File: src/rtl/serial_loader.sv
`default_nettype none
// ============================================================================
// Module      : serial_loader
// Description : Serial-to-parallel front end. Assembles a framed, MSB-first
//               serial bit stream into a Size-bit word, checks a trailing
//               even-parity bit and, on a good frame, presents the word on
//               dout with a single-cycle load_en strobe so it can drive the
//               D/en inputs of a downstream parallel register directly.
//               Bad (parity) or aborted frames pulse frame_err and never
//               disturb dout.
//
// Ports       : clk        - system clock, rising-edge active
//               rstn       - asynchronous reset, active HIGH despite the name
//               start      - frame start request (also aborts a frame)
//               sin        - serial data bit, valid when sin_valid=1
//               sin_valid  - bit strobe, one bit consumed per high cycle
//               dout       - last accepted word, registered and held
//               load_en    - one-cycle strobe when dout is newly valid
//               busy       - high while a frame is in SHIFT or PARITY
//               frame_err  - one-cycle pulse on parity failure or abort
//
// Revision    : 1.0 - initial release
// ============================================================================
module serial_loader #(
    parameter int Size = 8
) (
    input  logic            clk,
    input  logic            rstn,
    input  logic            start,
    input  logic            sin,
    input  logic            sin_valid,
    output logic [Size-1:0] dout,
    output logic            load_en,
    output logic            busy,
    output logic            frame_err
);

    localparam int                 c_CNT_W = $clog2(Size + 1);
    localparam logic [c_CNT_W-1:0] c_LAST  = c_CNT_W'(Size - 1);
    localparam logic [c_CNT_W-1:0] c_ONE   = c_CNT_W'(1);

    typedef enum logic [1:0] {
        ST_IDLE   = 2'd0,
        ST_SHIFT  = 2'd1,
        ST_PARITY = 2'd2,
        ST_LOAD   = 2'd3
    } state_t;

    state_t               r_state;
    logic [Size-1:0]      r_sr;
    logic [c_CNT_W-1:0]   r_cnt;
    logic [Size-1:0]      r_dout;
    logic                 r_load_en;
    logic                 r_busy;
    logic                 r_frame_err;

    // Even parity over data + parity bit means the parity bit must equal
    // the XOR reduction of the data bits.
    logic                 w_parity_ok;
    assign w_parity_ok = (sin == ^r_sr);

    // All outputs are registered; each branch below loads the decode that
    // belongs to the state being entered, so busy/load_en line up with
    // r_state on the very same cycle.
    always_ff @(posedge clk or posedge rstn) begin
        if (rstn) begin
            r_state     <= ST_IDLE;
            r_sr        <= '0;
            r_cnt       <= '0;
            r_dout      <= '0;
            r_load_en   <= 1'b0;
            r_busy      <= 1'b0;
            r_frame_err <= 1'b0;
        end else begin
            r_load_en   <= 1'b0;
            r_frame_err <= 1'b0;

            case (r_state)
                ST_IDLE: begin
                    // A bit strobe coincident with start is deliberately
                    // dropped: the frame begins on the following cycle.
                    if (start) begin
                        r_state <= ST_SHIFT;
                        r_sr    <= '0;
                        r_cnt   <= '0;
                        r_busy  <= 1'b1;
                    end
                end

                ST_SHIFT: begin
                    if (start) begin
                        // Abort: discard the partial word, flag it and
                        // restart as a fresh frame.
                        r_frame_err <= 1'b1;
                        r_sr        <= '0;
                        r_cnt       <= '0;
                        r_busy      <= 1'b1;
                    end else if (sin_valid) begin
                        r_sr  <= {r_sr[Size-2:0], sin};
                        r_cnt <= r_cnt + c_ONE;
                        if (r_cnt == c_LAST) begin
                            r_state <= ST_PARITY;
                        end
                    end
                end

                ST_PARITY: begin
                    if (start) begin
                        r_frame_err <= 1'b1;
                        r_state     <= ST_SHIFT;
                        r_sr        <= '0;
                        r_cnt       <= '0;
                        r_busy      <= 1'b1;
                    end else if (sin_valid) begin
                        r_busy <= 1'b0;
                        if (w_parity_ok) begin
                            r_dout    <= r_sr;
                            r_load_en <= 1'b1;
                            r_state   <= ST_LOAD;
                        end else begin
                            r_frame_err <= 1'b1;
                            r_state     <= ST_IDLE;
                        end
                    end
                end

                ST_LOAD: begin
                    // A start here chains the next frame with no idle gap.
                    if (start) begin
                        r_state <= ST_SHIFT;
                        r_sr    <= '0;
                        r_cnt   <= '0;
                        r_busy  <= 1'b1;
                    end else begin
                        r_state <= ST_IDLE;
                        r_busy  <= 1'b0;
                    end
                end

                default: begin
                    r_state <= ST_IDLE;
                    r_busy  <= 1'b0;
                end
            endcase
        end
    end

    assign dout      = r_dout;
    assign load_en   = r_load_en;
    assign busy      = r_busy;
    assign frame_err = r_frame_err;

endmodule
`default_nettype wire

File: config.mk
export PLATFORM = sky130hd
export DESIGN_NAME = serial_loader
export DESIGN_NICKNAME = d
export VERILOG_FILES = /design/src/rtl/serial_loader.sv
export SDC_FILE = /design/constraint.sdc
export NUM_CORES = 1
export LEC_CHECK = 0
export CORE_MARGIN = 4
export CORE_UTILIZATION = 40
export CTS_BUF_LIST = sky130_fd_sc_hd__clkbuf_16
export DETAILED_ROUTE_END_ITERATION = 16
export PLACE_DENSITY_LB_ADDON = 0.12
export SYNTH_ARGS = -nofsm -noshare
export SYNTH_HDL_FRONTEND = slang
export SYNTH_SLANG_ARGS = --single-unit
File: constraint.sdc
create_clock -name clk -period 3.3 [get_ports clk]
set_clock_uncertainty 0.1 [all_clocks]
set_input_delay 0.99 -clock clk [delete_from_list [all_inputs] [get_ports clk]]
set_output_delay 0.99 -clock clk [all_outputs]
set_load 0.05 [all_outputs]
==> After elaboration in Yosys (flattened, before gate mapping) <==
Cells that the tools add are included.
{ "op_classes": {"n_mux": 30, "bitwise": 1, "magnitude_cmp": 0, "n_mul": 0, "shifts": 0, "addsub": 1, "reduce_logical": 8, "n_eq_ne": 13, "div_mod_pow": 0} }
{ "op_table": {"columns": ["operator", "n"], "rows": [
  ["8-bit two-way mux", 3],
  ["8-bit case mux with 2 select lines", 1],
  ["2-bit two-way mux", 7],
  ["1-bit two-way mux", 12],
  ["4-bit two-way mux", 3],
  ["2-bit != test (second input constant)", 4],
  ["2-bit case mux with 4 select lines", 1],
  ["4-bit case mux with 2 select lines", 1],
  ["8-bit parity", 1],
  ["3-bit != test (second input constant)", 2],
  ["5-bit AND reduction", 1],
  ["4-bit by 1-bit adder with 4-bit output (second input constant)", 1],
  ["2-bit equality test (second input constant)", 2],
  ["4-bit by 3-bit equality test with 1-bit output (second input constant)", 1],
  ["2-bit by 1-bit != test with 1-bit output (second input constant)", 2],
  ["2-bit AND reduction", 2],
  ["4-bit AND reduction", 1],
  ["1-bit case mux with 3 select lines", 1],
  ["3-bit OR reduction", 1],
  ["2-bit by 1-bit equality test with 1-bit output (second input constant)", 1],
  ["2-bit zero test", 1],
  ["1-bit case mux with 2 select lines", 1],
  ["2-bit OR reduction", 1],
  ["1-bit equality test", 1],
  ["1-bit NOT", 1]
]} }
{ "word_totals": {"latch_bits": 0, "wordCells": 60, "n_memories": 0, "romBits": 0, "mem_bits_rw": 0, "reg_bits": 25, "in_bits": 5} }

==> Logic depth before layout (Yosys ltp) <==
{ "logic_depth": {"word_depth": 6, "depth_mapped": 7} }

==> Least setup slack after synthesis <==
No wires, ideal clock.
{ "synth_timing": {"path_type": "input to register", "from": "input port sin", "to": "register r_dout[0] (netlist: dout[0])", "slack_ns": 0.854, "cell_stages": 4, "required_time_ns": 3.075, "arrival_time_ns": 2.221, "cell_sequence": "xnor2_1 -> xnor3_1 -> mux2i_4 -> mux2_2"} }
{ "synth_between": {"elab_chain_cells": 2} }
{ "synth_rtl": {"columns": ["element", "line_no", "text"], "rows": [
  ["from (decl)", "30", "input logic sin,"],
  ["1-bit equality test", "60", "assign w_parity_ok = (sin == ^r_sr);"],
  ["4-bit AND reduction (no source line)", null, null],
  ["to (signal assigned)", "117", "r_dout <= r_sr;"],
  ["to (decl)", "52", "logic [Size-1:0] r_dout;"]
]} }
Every way passes these cells.
A chain may end at the register's enable or synchronous reset.

==> Worst setup path after layout <==
{ "layout_timing": {"from": "input port sin", "to": "register r_dout[2] (netlist: dout[2])"} }
Same word-level chain as after synthesis.

==> out/results.tsv <==
metric	value	unit
status	finished, final reports clean	
H-tree Lvls	1	
ranking of synthesized cells by area	dfrtp_1, mux2_2, ha_1	
CTS Hold Bufs	0	
peak supply drop	0.000348	V
DRC	0	
FF-to-FF setup slack	1.14	ns
dpl hpwl	1800	um
clock buffer count from CTS	3	
post-synth top area cell	dfrtp_1	
I/O Pins	16	
synth unique cells	31	
worst reg2reg startpoint	r_state[0]	
Worst Path Required	3.34	ns
Die W	64.6	um
sum of negative setup slack	0	ns
Tmin final	2.78	ns
Post-Route WL	2610	um
Final Core Density	51.5	%
worst r2r path cells	6	
Pwr per Cell Area	699	nW/um2
commonest cells after routing, fill and taps aside	dfrtp_1, nand2_1, clkdlybuf4s50_1, nand3_1, a21oi_1	
Clock Pin Slew Worst Setup and Hold Paths	0.06	ns
# setup viols final	0	
Critical Setup Path Class	in2reg	
Worst Hold Depth	1	
Setup crit end kind	flip-flop	
Antenna Nets Post-Route	0	
Slew Limit Fails	0	
Hold Path Sink	dout[4]	
Sequential Area	626	um2
Initial Utilization	42.0	%
CP Max Fanout	9	
CTS tree	done	
CORE AREA	3050	um2
first-pass GRT wire length	4530	um
Min-Delay Path Class	reg2reg	
post-DR wirelength/cell	14.3	um
largest net degree at the start of global routing	21	
worst slew pin tran	0.497	ns
syn nets	131	
Clock Path Buffers	2	
Critical Path Source Type	input port	
Non-Filler Instances	182	
drt pass-1 iters	4	
Filler cells	305	
share of cells above drive strength 1	12.3	%
Yosys warnings	0	
fin nets	150	
vias in the first global route	995	
relative slew slack	66.7	%
overall fraction of global-route tracks in use	14.2	%
placed insts	178	
MaxCap Viol Count	0	
HP Start	dout[4]	
Synth Instances	120	
LEAKAGE	0.000722	uW
register area share after synthesis	48.8	%
Worst EP arrival	2.82	ns
unrepaired setup endpoints after global routing	no	
DRT iter0 DRCs	24	
GPL Wtd Cong	0.819	
GRT busiest layer	met2	
vias per inst	5.16	
buffers added on ports	15	
period utilization	84.2	%
Root Driver	clkbuf_16	
vias	940	
met1 GRT Util	18.7	%
Fin. Hold Viols	0	
die height	64.6	um
Multi-input gate area	626	um2
global route overflow	0	
ANT cells	0	
site row count	20	
met2 GRT Util	22.3	%
commonest non-fill, non-tap cell in the layout	dfrtp_1	
Achievable Freq	360	MHz
post-synthesis register bit count	25	
GRT met3 Usage	2.43	%
initial antenna violation count	0	
post-CTS setup buffer count	0	
Worst-Skew Late Latency	0.26	ns
Syn Area/Cell	10.7	um2
CTS sink cnt	25	
Layout area overhead	22.8	%
reg-to-reg endpoint	dout[2]	
Synth Cell Area	1280	um2
Die ar.	4170	um2
share of the synthesized area in the top cell type	48.8	%
Post-CTS Resized	0	
[cell type report]
| class | count | share of cell area, % |
|---|---|---|
| flip-flops and latches | 25 | 39.8 |
| multi-input cells | 87 | 39.8 |
| repair buffers | 18 | 11.0 |
| clock buffers | 3 | 4.77 |
| well taps | 44 | 3.50 |
| inverters | 4 | 0.955 |
| clock inverters | 1 | 0.239 |
[kinds of logic after synthesis]
kind of cell | count (synthesis) | share of synthesized area, %
AND/OR/NAND/NOR | 43 | 15.5
AO/OA/AOI/OAI | 20 | 10.1
adder cells (fa/ha/maj) | 6 | 5.86
XOR/XNOR | 9 | 8.59
flip-flops | 25 | 48.8
buffers and inverters | 8 | 2.34
multiplexers | 9 | 8.79
[how the worst max path moves through the flow]
stage | from | to | slack [ns]
after CTS | sin | dout[3] | 0.50
after floorplan | sin | dout[0] | 0.85
after global routing | sin | dout[6] | 0.40
after global placement | sin | dout[5] | 0.28
final | sin | dout[2] | 0.52
after detailed placement | sin | dout[3] | 0.23
[power by group]
group | leakage, uW | switching, uW | total, uW | internal, uW
Clock | 0.0000423 | 101 | 263 | 162
Combinational | 0.000340 | 281 | 451 | 169
Sequential | 0.000340 | 36.3 | 386 | 350
Total | 0.000722 | 419 | 1100 | 681
[state kept, by name, summed over array words and instances (netlist names)]
name,cells
busy,1
dout,8
frame_err,1
load_en,1
r_cnt,4
r_sr,8
r_state,2
[worst max-delay path: stages]
cell and delay, ns:
clkdlybuf4s50_1 0.49, xnor2_1 0.15, xnor3_1 0.42, mux2i_4 0.38
mux2_2 0.38
[synthesized netlist by cell type]
cell / instances
a211oi_1: 1
a21o_1: 1
nand2_1: 15
xnor3_1: 1
mux2_2: 8
ha_1: 6
clkbuf_1: 2
o211a_1: 1
nand2b_1: 3
and3_1: 1
o31ai_1: 1
nor4_1: 1
nor2b_1: 1
nand3_1: 11
mux2i_4: 1
a41o_1: 1
o211ai_1: 1
xnor3_4: 1
xnor2_1: 2
and3_2: 1
dfrtp_1: 25
o31a_1: 1
a21oi_1: 10
nor3_1: 2
nor2_1: 7
a221o_1: 1
xor2_1: 5
o21ai_0: 2
nand4_1: 1
inv_1: 4
buf_1: 2
[stage by stage]
stage	setup WS [ns]	hold WS (ns)	area (um2)	total power (uW)
after floorplan	0.854	0.417	1280	720
after global placement	0.280	0.388	1490	835
after detailed placement	0.233	0.396	1490	839
after CTS	0.499	0.411	1570	1110
after global routing	0.403	0.440	1570	1180
final	0.520	0.406	1570	1100
[routing by layer]
metal	vias up	part of all wire (%)
li1	454	-
met1	464	47
met2	17	47
met3	5	4.1
met4	0	1.8
met5	-	0
Note: power is estimated with default switching activity, not from simulation.
